**src/rtl/sdram_tester_pkg.sv**
```systemverilog
// Shared types, widths and the test-pattern generator step for the SDRAM memory tester.
package sdram_tester_pkg;

  localparam int          DEF_ADDR_WIDTH = 23;
  localparam int          DEF_DATA_WIDTH = 32;
  localparam logic [31:0] LFSR_TAPS      = 32'h8020_0003;

  typedef enum logic [2:0] {
    ST_IDLE,
    ST_WAIT_INIT,
    ST_WR_ISSUE,
    ST_WR_WAIT,
    ST_RD_ISSUE,
    ST_RD_WAIT,
    ST_PASS,
    ST_FAIL
  } state_e;

  // Right-shift Galois LFSR step.
  function automatic logic [31:0] lfsr_step(input logic [31:0] cur);
    return (cur >> 1) ^ (cur[0] ? LFSR_TAPS : 32'h0);
  endfunction

endpackage

```
**src/rtl/sdram_soc_test_master_if.sv**
```systemverilog
// SoC-side request bus between the memory tester (master) and the SDRAM controller (slave).
interface sdram_soc_test_master_if import sdram_tester_pkg::*; #(
  parameter int ADDR_WIDTH = DEF_ADDR_WIDTH,
  parameter int DATA_WIDTH = DEF_DATA_WIDTH
);

  logic                    soc_side_busy_port;
  logic                    soc_side_ready_port;
  logic [DATA_WIDTH-1:0]   soc_side_rd_data_port;
  logic [ADDR_WIDTH-1:0]   soc_side_addr_port;
  logic [DATA_WIDTH-1:0]   soc_side_wr_data_port;
  logic [DATA_WIDTH/8-1:0] soc_side_wr_mask_port;
  logic                    soc_side_wr_en_port;
  logic                    soc_side_rd_en_port;

  modport master (
    input  soc_side_busy_port, soc_side_ready_port, soc_side_rd_data_port,
    output soc_side_addr_port, soc_side_wr_data_port, soc_side_wr_mask_port,
    output soc_side_wr_en_port, soc_side_rd_en_port
  );

  modport slave (
    output soc_side_busy_port, soc_side_ready_port, soc_side_rd_data_port,
    input  soc_side_addr_port, soc_side_wr_data_port, soc_side_wr_mask_port,
    input  soc_side_wr_en_port, soc_side_rd_en_port
  );

endinterface

```
**src/rtl/sdram_tester_lfsr.sv**
```systemverilog
// Pattern generator: reloads the seed on load, otherwise advances one step on step.
// A zero seed would lock the LFSR at zero, so it is replaced by 1.
module sdram_tester_lfsr import sdram_tester_pkg::*; #(
  parameter logic [31:0] SEED = 32'h0000_0001
) (
  input  logic        clk,
  input  logic        reset_n,
  input  logic        load,
  input  logic        step,
  output logic [31:0] value
);

  localparam logic [31:0] SEED_EFF = (SEED == 32'h0) ? 32'h1 : SEED;

  logic [31:0] value_q, value_d;

  always_comb begin
    value_d = value_q;
    if (load) begin
      value_d = SEED_EFF;
    end else if (step) begin
      value_d = lfsr_step(value_q);
    end
  end

  always_ff @(posedge clk) begin
    if (!reset_n) begin
      value_q <= SEED_EFF;
    end else begin
      value_q <= value_d;
    end
  end

  assign value = value_q;

endmodule

```
**src/rtl/sdram_soc_test_master.sv**
```systemverilog
// Built-in SDRAM tester: writes WORD_COUNT LFSR words from START_ADDR, reads them back and
// compares, reporting pass/fail, a saturating error count, the first failing word and timeouts.
module sdram_soc_test_master import sdram_tester_pkg::*; #(
  parameter int                    ADDR_WIDTH     = DEF_ADDR_WIDTH,
  parameter int                    DATA_WIDTH     = DEF_DATA_WIDTH,
  parameter logic [ADDR_WIDTH-1:0] START_ADDR     = '0,
  parameter int                    WORD_COUNT     = 1024,
  parameter logic [31:0]           SEED           = 32'h0000_0001,
  parameter int                    TIMEOUT_CYCLES = 4096
) (
  input  logic                  clk,
  input  logic                  reset_n_port,
  input  logic                  start_port,
  sdram_soc_test_master_if.master soc,
  output logic                  running_port,
  output logic                  done_port,
  output logic                  pass_port,
  output logic                  timeout_port,
  output logic [15:0]           error_count_port,
  output logic [ADDR_WIDTH-1:0] fail_addr_port,
  output logic [DATA_WIDTH-1:0] fail_data_port
);

  localparam int                    TW       = $clog2(TIMEOUT_CYCLES + 1);
  localparam logic [TW-1:0]         TMO_LAST = TW'(TIMEOUT_CYCLES - 1);
  localparam logic [ADDR_WIDTH-1:0] LAST_IDX = ADDR_WIDTH'(WORD_COUNT - 1);

  state_e                state_q, state_d;
  logic [ADDR_WIDTH-1:0] idx_q, idx_d;
  logic [TW-1:0]         tmo_q, tmo_d;
  logic                  busy_seen_q, busy_seen_d;
  logic                  ready_seen_q, ready_seen_d;
  logic [15:0]           err_cnt_q, err_cnt_d;
  logic [ADDR_WIDTH-1:0] fail_addr_q, fail_addr_d;
  logic [DATA_WIDTH-1:0] fail_data_q, fail_data_d;
  logic                  timeout_q, timeout_d;

  logic                  lfsr_load, lfsr_step_en;
  logic [31:0]           lfsr_value;
  logic [ADDR_WIDTH-1:0] cur_addr;
  logic [DATA_WIDTH-1:0] exp_data;
  logic                  waiting;

  sdram_tester_lfsr #(.SEED(SEED)) u_lfsr (
    .clk     (clk),
    .reset_n (reset_n_port),
    .load    (lfsr_load),
    .step    (lfsr_step_en),
    .value   (lfsr_value)
  );

  assign cur_addr = START_ADDR + idx_q;
  assign exp_data = DATA_WIDTH'(lfsr_value);
  assign waiting  = (state_q == ST_WAIT_INIT) || (state_q == ST_WR_WAIT) || (state_q == ST_RD_WAIT);

  always_comb begin
    state_d      = state_q;
    idx_d        = idx_q;
    busy_seen_d  = busy_seen_q;
    ready_seen_d = ready_seen_q;
    err_cnt_d    = err_cnt_q;
    fail_addr_d  = fail_addr_q;
    fail_data_d  = fail_data_q;
    timeout_d    = timeout_q;
    lfsr_load    = 1'b0;
    lfsr_step_en = 1'b0;

    case (state_q)
      ST_IDLE, ST_PASS, ST_FAIL: begin
        if (start_port) begin
          state_d     = ST_WAIT_INIT;
          idx_d       = '0;
          err_cnt_d   = '0;
          fail_addr_d = '0;
          fail_data_d = '0;
          timeout_d   = 1'b0;
          lfsr_load   = 1'b1;
        end
      end
      ST_WAIT_INIT: begin
        if (!soc.soc_side_busy_port) state_d = ST_WR_ISSUE;
      end
      ST_WR_ISSUE: state_d = ST_WR_WAIT;
      ST_WR_WAIT: begin
        // The write is only complete once the controller has shown busy and released it.
        if (soc.soc_side_busy_port) begin
          busy_seen_d = 1'b1;
        end else if (busy_seen_q) begin
          if (idx_q == LAST_IDX) begin
            idx_d     = '0;
            lfsr_load = 1'b1;
            state_d   = ST_RD_ISSUE;
          end else begin
            idx_d        = idx_q + ADDR_WIDTH'(1);
            lfsr_step_en = 1'b1;
            state_d      = ST_WR_ISSUE;
          end
        end
      end
      ST_RD_ISSUE: state_d = ST_RD_WAIT;
      ST_RD_WAIT: begin
        if (soc.soc_side_ready_port && !ready_seen_q) begin
          ready_seen_d = 1'b1;
          if (soc.soc_side_rd_data_port != exp_data) begin
            if (err_cnt_q != 16'hFFFF) err_cnt_d = err_cnt_q + 16'd1;
            if (err_cnt_q == 16'd0) begin
              fail_addr_d = cur_addr;
              fail_data_d = soc.soc_side_rd_data_port;
            end
          end
        end
        if (ready_seen_d && !soc.soc_side_busy_port) begin
          if (idx_q == LAST_IDX) begin
            state_d = (err_cnt_d == 16'd0) ? ST_PASS : ST_FAIL;
          end else begin
            idx_d        = idx_q + ADDR_WIDTH'(1);
            lfsr_step_en = 1'b1;
            state_d      = ST_RD_ISSUE;
          end
        end
      end
      default: state_d = ST_IDLE;
    endcase

    if (waiting && (tmo_q == TMO_LAST) && (state_d == state_q)) begin
      state_d   = ST_FAIL;
      timeout_d = 1'b1;
    end

    if (state_d != state_q) begin
      busy_seen_d  = 1'b0;
      ready_seen_d = 1'b0;
      tmo_d        = '0;
    end else if (waiting) begin
      tmo_d = tmo_q + TW'(1);
    end else begin
      tmo_d = tmo_q;
    end
  end

  always_ff @(posedge clk) begin
    if (!reset_n_port) begin
      state_q      <= ST_IDLE;
      idx_q        <= '0;
      tmo_q        <= '0;
      busy_seen_q  <= 1'b0;
      ready_seen_q <= 1'b0;
      err_cnt_q    <= '0;
      fail_addr_q  <= '0;
      fail_data_q  <= '0;
      timeout_q    <= 1'b0;
    end else begin
      state_q      <= state_d;
      idx_q        <= idx_d;
      tmo_q        <= tmo_d;
      busy_seen_q  <= busy_seen_d;
      ready_seen_q <= ready_seen_d;
      err_cnt_q    <= err_cnt_d;
      fail_addr_q  <= fail_addr_d;
      fail_data_q  <= fail_data_d;
      timeout_q    <= timeout_d;
    end
  end

  // IDLE is only reachable through reset, so gating on it keeps every output at zero there.
  assign soc.soc_side_addr_port    = (state_q == ST_IDLE) ? '0 : cur_addr;
  assign soc.soc_side_wr_data_port = ((state_q == ST_WR_ISSUE) || (state_q == ST_WR_WAIT)) ? exp_data : '0;
  assign soc.soc_side_wr_mask_port = '0;
  assign soc.soc_side_wr_en_port   = (state_q == ST_WR_ISSUE);
  assign soc.soc_side_rd_en_port   = (state_q == ST_RD_ISSUE);

  assign running_port     = waiting || (state_q == ST_WR_ISSUE) || (state_q == ST_RD_ISSUE);
  assign done_port        = (state_q == ST_PASS) || (state_q == ST_FAIL);
  assign pass_port        = (state_q == ST_PASS);
  assign timeout_port     = timeout_q;
  assign error_count_port = err_cnt_q;
  assign fail_addr_port   = fail_addr_q;
  assign fail_data_port   = fail_data_q;

endmodule

```
**src/flat_wrapper.sv**
```systemverilog
// flat-port wrapper written by rule: the top's interface ports become plain ports
module sdram_soc_test_master_flat import sdram_tester_pkg::*;
#(
  parameter int                    ADDR_WIDTH     = DEF_ADDR_WIDTH,
  parameter int                    DATA_WIDTH     = DEF_DATA_WIDTH,
  parameter logic [ADDR_WIDTH-1:0] START_ADDR     = '0,
  parameter int                    WORD_COUNT     = 1024,
  parameter logic [31:0]           SEED           = 32'h0000_0001,
  parameter int                    TIMEOUT_CYCLES = 4096
)
  (clk, reset_n_port, start_port, running_port, done_port, pass_port, timeout_port, error_count_port, fail_addr_port, fail_data_port, soc_soc_side_busy_port, soc_soc_side_ready_port, soc_soc_side_rd_data_port, soc_soc_side_addr_port, soc_soc_side_wr_data_port, soc_soc_side_wr_mask_port, soc_soc_side_wr_en_port, soc_soc_side_rd_en_port);
  sdram_soc_test_master_if #(.ADDR_WIDTH(ADDR_WIDTH), .DATA_WIDTH(DATA_WIDTH)) soc_i ();
  input  logic clk;
  input  logic reset_n_port;
  input  logic start_port;
  output logic running_port;
  output logic done_port;
  output logic pass_port;
  output logic timeout_port;
  output logic [15:0] error_count_port;
  output logic [ADDR_WIDTH-1:0] fail_addr_port;
  output logic [DATA_WIDTH-1:0] fail_data_port;
  input wire logic [$bits(soc_i.soc_side_busy_port)-1:0] soc_soc_side_busy_port;
  input wire logic [$bits(soc_i.soc_side_ready_port)-1:0] soc_soc_side_ready_port;
  input wire logic [$bits(soc_i.soc_side_rd_data_port)-1:0] soc_soc_side_rd_data_port;
  output wire logic [$bits(soc_i.soc_side_addr_port)-1:0] soc_soc_side_addr_port;
  output wire logic [$bits(soc_i.soc_side_wr_data_port)-1:0] soc_soc_side_wr_data_port;
  output wire logic [$bits(soc_i.soc_side_wr_mask_port)-1:0] soc_soc_side_wr_mask_port;
  output wire logic [$bits(soc_i.soc_side_wr_en_port)-1:0] soc_soc_side_wr_en_port;
  output wire logic [$bits(soc_i.soc_side_rd_en_port)-1:0] soc_soc_side_rd_en_port;
  assign soc_i.soc_side_busy_port = soc_soc_side_busy_port;
  assign soc_i.soc_side_ready_port = soc_soc_side_ready_port;
  assign soc_i.soc_side_rd_data_port = soc_soc_side_rd_data_port;
  assign soc_soc_side_addr_port = soc_i.soc_side_addr_port;
  assign soc_soc_side_wr_data_port = soc_i.soc_side_wr_data_port;
  assign soc_soc_side_wr_mask_port = soc_i.soc_side_wr_mask_port;
  assign soc_soc_side_wr_en_port = soc_i.soc_side_wr_en_port;
  assign soc_soc_side_rd_en_port = soc_i.soc_side_rd_en_port;
  sdram_soc_test_master #(.ADDR_WIDTH(ADDR_WIDTH), .DATA_WIDTH(DATA_WIDTH), .START_ADDR(START_ADDR), .WORD_COUNT(WORD_COUNT), .SEED(SEED), .TIMEOUT_CYCLES(TIMEOUT_CYCLES)) u_core (.clk(clk), .reset_n_port(reset_n_port), .start_port(start_port), .soc(soc_i), .running_port(running_port), .done_port(done_port), .pass_port(pass_port), .timeout_port(timeout_port), .error_count_port(error_count_port), .fail_addr_port(fail_addr_port), .fail_data_port(fail_data_port));
endmodule
```
**config.mk**
```make
export PLATFORM = sky130hd
export DESIGN_NAME = sdram_soc_test_master_flat
export DESIGN_NICKNAME = d
export VERILOG_FILES = /design/src/rtl/sdram_tester_pkg.sv /design/src/rtl/sdram_soc_test_master_if.sv /design/src/rtl/sdram_tester_lfsr.sv /design/src/rtl/sdram_soc_test_master.sv /design/src/flat_wrapper.sv
export SDC_FILE = /design/constraint.sdc
export NUM_CORES = 1
export LEC_CHECK = 0
export ABC_AREA = 1
export BUFFER_PORTS_ARGS = -buffer_cell sky130_fd_sc_hd__buf_2
export CAP_MARGIN = 10
export CORE_MARGIN = 5
export CORE_UTILIZATION = 49
export DETAILED_ROUTE_END_ITERATION = 7
export GPL_TIMING_DRIVEN = 0
export PLACE_DENSITY = 0.83
export SYNTH_ARGS = -nofsm -noshare
export SYNTH_HDL_FRONTEND = slang
export SYNTH_SLANG_ARGS = --single-unit
```
**constraint.sdc**
```tcl
create_clock -name clk -period 2.55 [get_ports clk]
set_input_delay 0 -clock clk [delete_from_list [all_inputs] [get_ports clk]]
set_output_delay 0 -clock clk [all_outputs]
set_load 0.01 [all_outputs]
```
==> out/metrics.cfg <==
[outcome]
outcome=finished, violations left
violations=negative setup slack

[setup_path]
cpMaxStageDelayCell=dfxtp_4
worstSetupStartpointType=flip-flop
crit_path_end_kind=flip-flop
cp_cell_sequence=inv_6 > ha_1 > nand2_1 > inv_2 > or2_1 > nor4_2 > o21ai_1 > nand2_1 > nor2_1 > nor3_2 > nand3_2 > nand2_2 > nor2_4 > nand2_4 > buf_12 > nor2_4
path_max_fanout=7
worstSetupPathType=flip-flop to flip-flop
worstPathArrival_ns=3.18
crit_required_ns=2.86
slowest_delay_ns=0.41

[grt]
grt_pass1_vias=8286
grt_usage=0.270
antenna_found_initial=0
gr-total-overflow=0
grt_pass1_wl_mm=40.1
grt_max_degree=17

[clocking]
path_clk_slew_ns=0.06
cts_inserted_buffers=17
ctsRootBufferMaster=clkbuf_16
clock_path_buffers=2
cts_sinks=145
h-tree-depth=4
clk_latency_ns=0.42
cts_tree=yes

[timing]
finalClockSkew_ns=0.00965
tightestPinTransition_ns=0.706
fin_crit_sh=1.12
slew_headroom=0.529
timing.final.ws_setup_ns=-0.319
setup-violations-final=19
grt_setup_unrepaired=yes
hold_violations=0
holdWs_ns=0.420
max_freq_ghz=0.349
tns_ns=-4.82
slew_viol_final=0
final.min_clock_period_ns=2.87

[synth]
post_synth.cell_area_avg_um2=6.75
synthCells=1136
ys_warn_count=0
synth.ff_latch_count=145
synth_area_um2=7670
postSynth.asyncResetShare=0
ys_types=44
ys_seq_area_frac=0.379
synthFlopType=dfxtp_1
synth_enable_flop_cells=0

[floorplanning]
die_x_um=135
die_y_um=135
die_area_um2=18200
start_util=0.503
num_rows=45
core_um2=15300
pin_count=173

[layout]
mostFrequentLayoutCell=nand2_1
utilization=0.688
most-common-layout-cells=nand2_1, buf_2, inv_1, dfxtp_1, a21oi_1
nets=1448
design_area_um2=10500
drive_gt1_frac=0.275
area_growth_syn_to_layout_pct=36.9
final_cells=1627

[place]
placed_cell_area_um2=8780
place_ws_ns=-0.384
io_buffers=168
place.gp.congestion=0.918
dp_cells=1518
dpl.hpwl_mm=17.0

[pwr]
power_mw=7.53
p_leak_nw=4.79
powerDensity_nw_per_um2=717
peakVddDrop_mv=0.597

[routing]
drt-pass1-iter-count=6
vias=8871
drtIter0Drc=764
via_per_inst=5.45
drc=0
drt.antenna.violating_nets=0
routed_wl_mm=25.6
post_drt_wl_per_cell_um=15.8

[job]
drv_cap=0

[worst_hold_path]
hold_path_class=input port to flip-flop

[cell families (layout without fill, tap and decap cells)]
logic type / count (synthesis) / after routing / share of synthesized area
AO/OA/AOI/OAI: 172 / 172 / 0.120
XOR/XNOR: 36 / 36 / 0.0411
adder cells (fa/ha/maj): 7 / 7 / 0.0114
buffers and inverters: 209 / 484 / 0.110
flip-flops: 145 / 145 / 0.379
multiplexers: 1 / 1 / 0.00131
other: 1 / 5 / 0.000489
AND/OR/NAND/NOR: 565 / 566 / 0.337
[synthesized netlist by cell type (2+ instances only)]
library cell,count,share of area
a211oi_1,12,0.012
a21oi_1,107,0.070
a22oi_1,2,0.0020
a31oi_1,2,0.0016
buf_1,5,0.0024
buf_4,5,0.0049
buf_6,3,0.0044
clkbuf_1,38,0.019
clkinv_1,3,0.0015
dfxtp_1,145,0.38
ha_1,7,0.011
inv_1,146,0.071
inv_2,7,0.0034
nand2_1,300,0.15
nand2_2,6,0.0049
nand2_4,2,0.0029
nand3_1,45,0.029
nand3_2,2,0.0026
nand4_1,64,0.052
nand4_2,2,0.0033
nor2_1,102,0.050
nor2_2,7,0.0057
nor2_4,15,0.022
nor3_1,10,0.0065
nor4_1,4,0.0033
o21ai_0,41,0.027
o22ai_1,3,0.0024
xnor2_1,24,0.027
xor2_1,12,0.014
[power breakdown]
group          internal [mW]  switching (mW)
Sequential              2.33          0.0784
Clock                   1.62           0.970
Combinational          0.885            1.63
Total                   4.84            2.68
[critical path, delay by kind of cell, from the launching register on]
| kind | cells | cell delay [ns] |
|---|---|---|
| flip-flops | 1 | 0.41 |
| AND/OR/NAND/NOR | 11 | 1.63 |
| buffers and inverters | 3 | 0.26 |
| adder cells (fa/ha/maj) | 1 | 0.31 |
| AO/OA/AOI/OAI | 1 | 0.13 |
[registers in the layout, summed over array words and instances (netlist names)]
register	cells
u_core.fail_data_port	32
u_core.u_lfsr.value	32
u_core.tmo_q	13
u_core.error_count_port	16
u_core.state_q	3
u_core.timeout_port	1
u_core.idx_q	23
u_core.fail_addr_port	23
u_core.busy_seen_q	1
u_core.ready_seen_q	1
[final timing paths]
kind,from,end,slack (ns),cells past startpoint
worst max-delay path,u_core.state_q[1],u_core.tmo_q[11],-0.32,16
worst min-delay path,soc_soc_side_rd_data_port[16],u_core.fail_data_port[16],0.42,4
worst max register to register,u_core.state_q[1],u_core.tmo_q[11],-0.32,16
worst min register to register,u_core.fail_addr_port[6],u_core.fail_addr_port[6],0.46,2
[per-layer routing]
metal  GRT usage  vias to the layer above  part of all wire
li1            -                     4198                 -
met3      0.0555                       95             0.094
met5           0                        -                 0
met2       0.446                      514              0.47
met1       0.335                     4064              0.39
met4       0.134                        0             0.041
[cell type report]
type | instances | area, um^2
Fill cell | 1196 | 4760
Multi-Input combinational cell | 786 | 4210
Sequential cell | 145 | 2960
Timing Repair Buffer | 245 | 1590
Inverter | 156 | 602
Clock buffer | 20 | 437
Buffer | 53 | 278
Tap cell | 211 | 264
Clock inverter | 10 | 160
Antenna cell | 1 | 2.50
[what timing repair did]
action                                 CTS  global route
hold buffers                            37             0
buffers inserted                        23            14
cloned                                   4             0
setup endpoints to repair               77            93
gates resized for setup                 79            58
endpoints found under the hold margin   37             0
pin swaps                               32            35
Note: power is estimated with default switching activity, not from simulation.
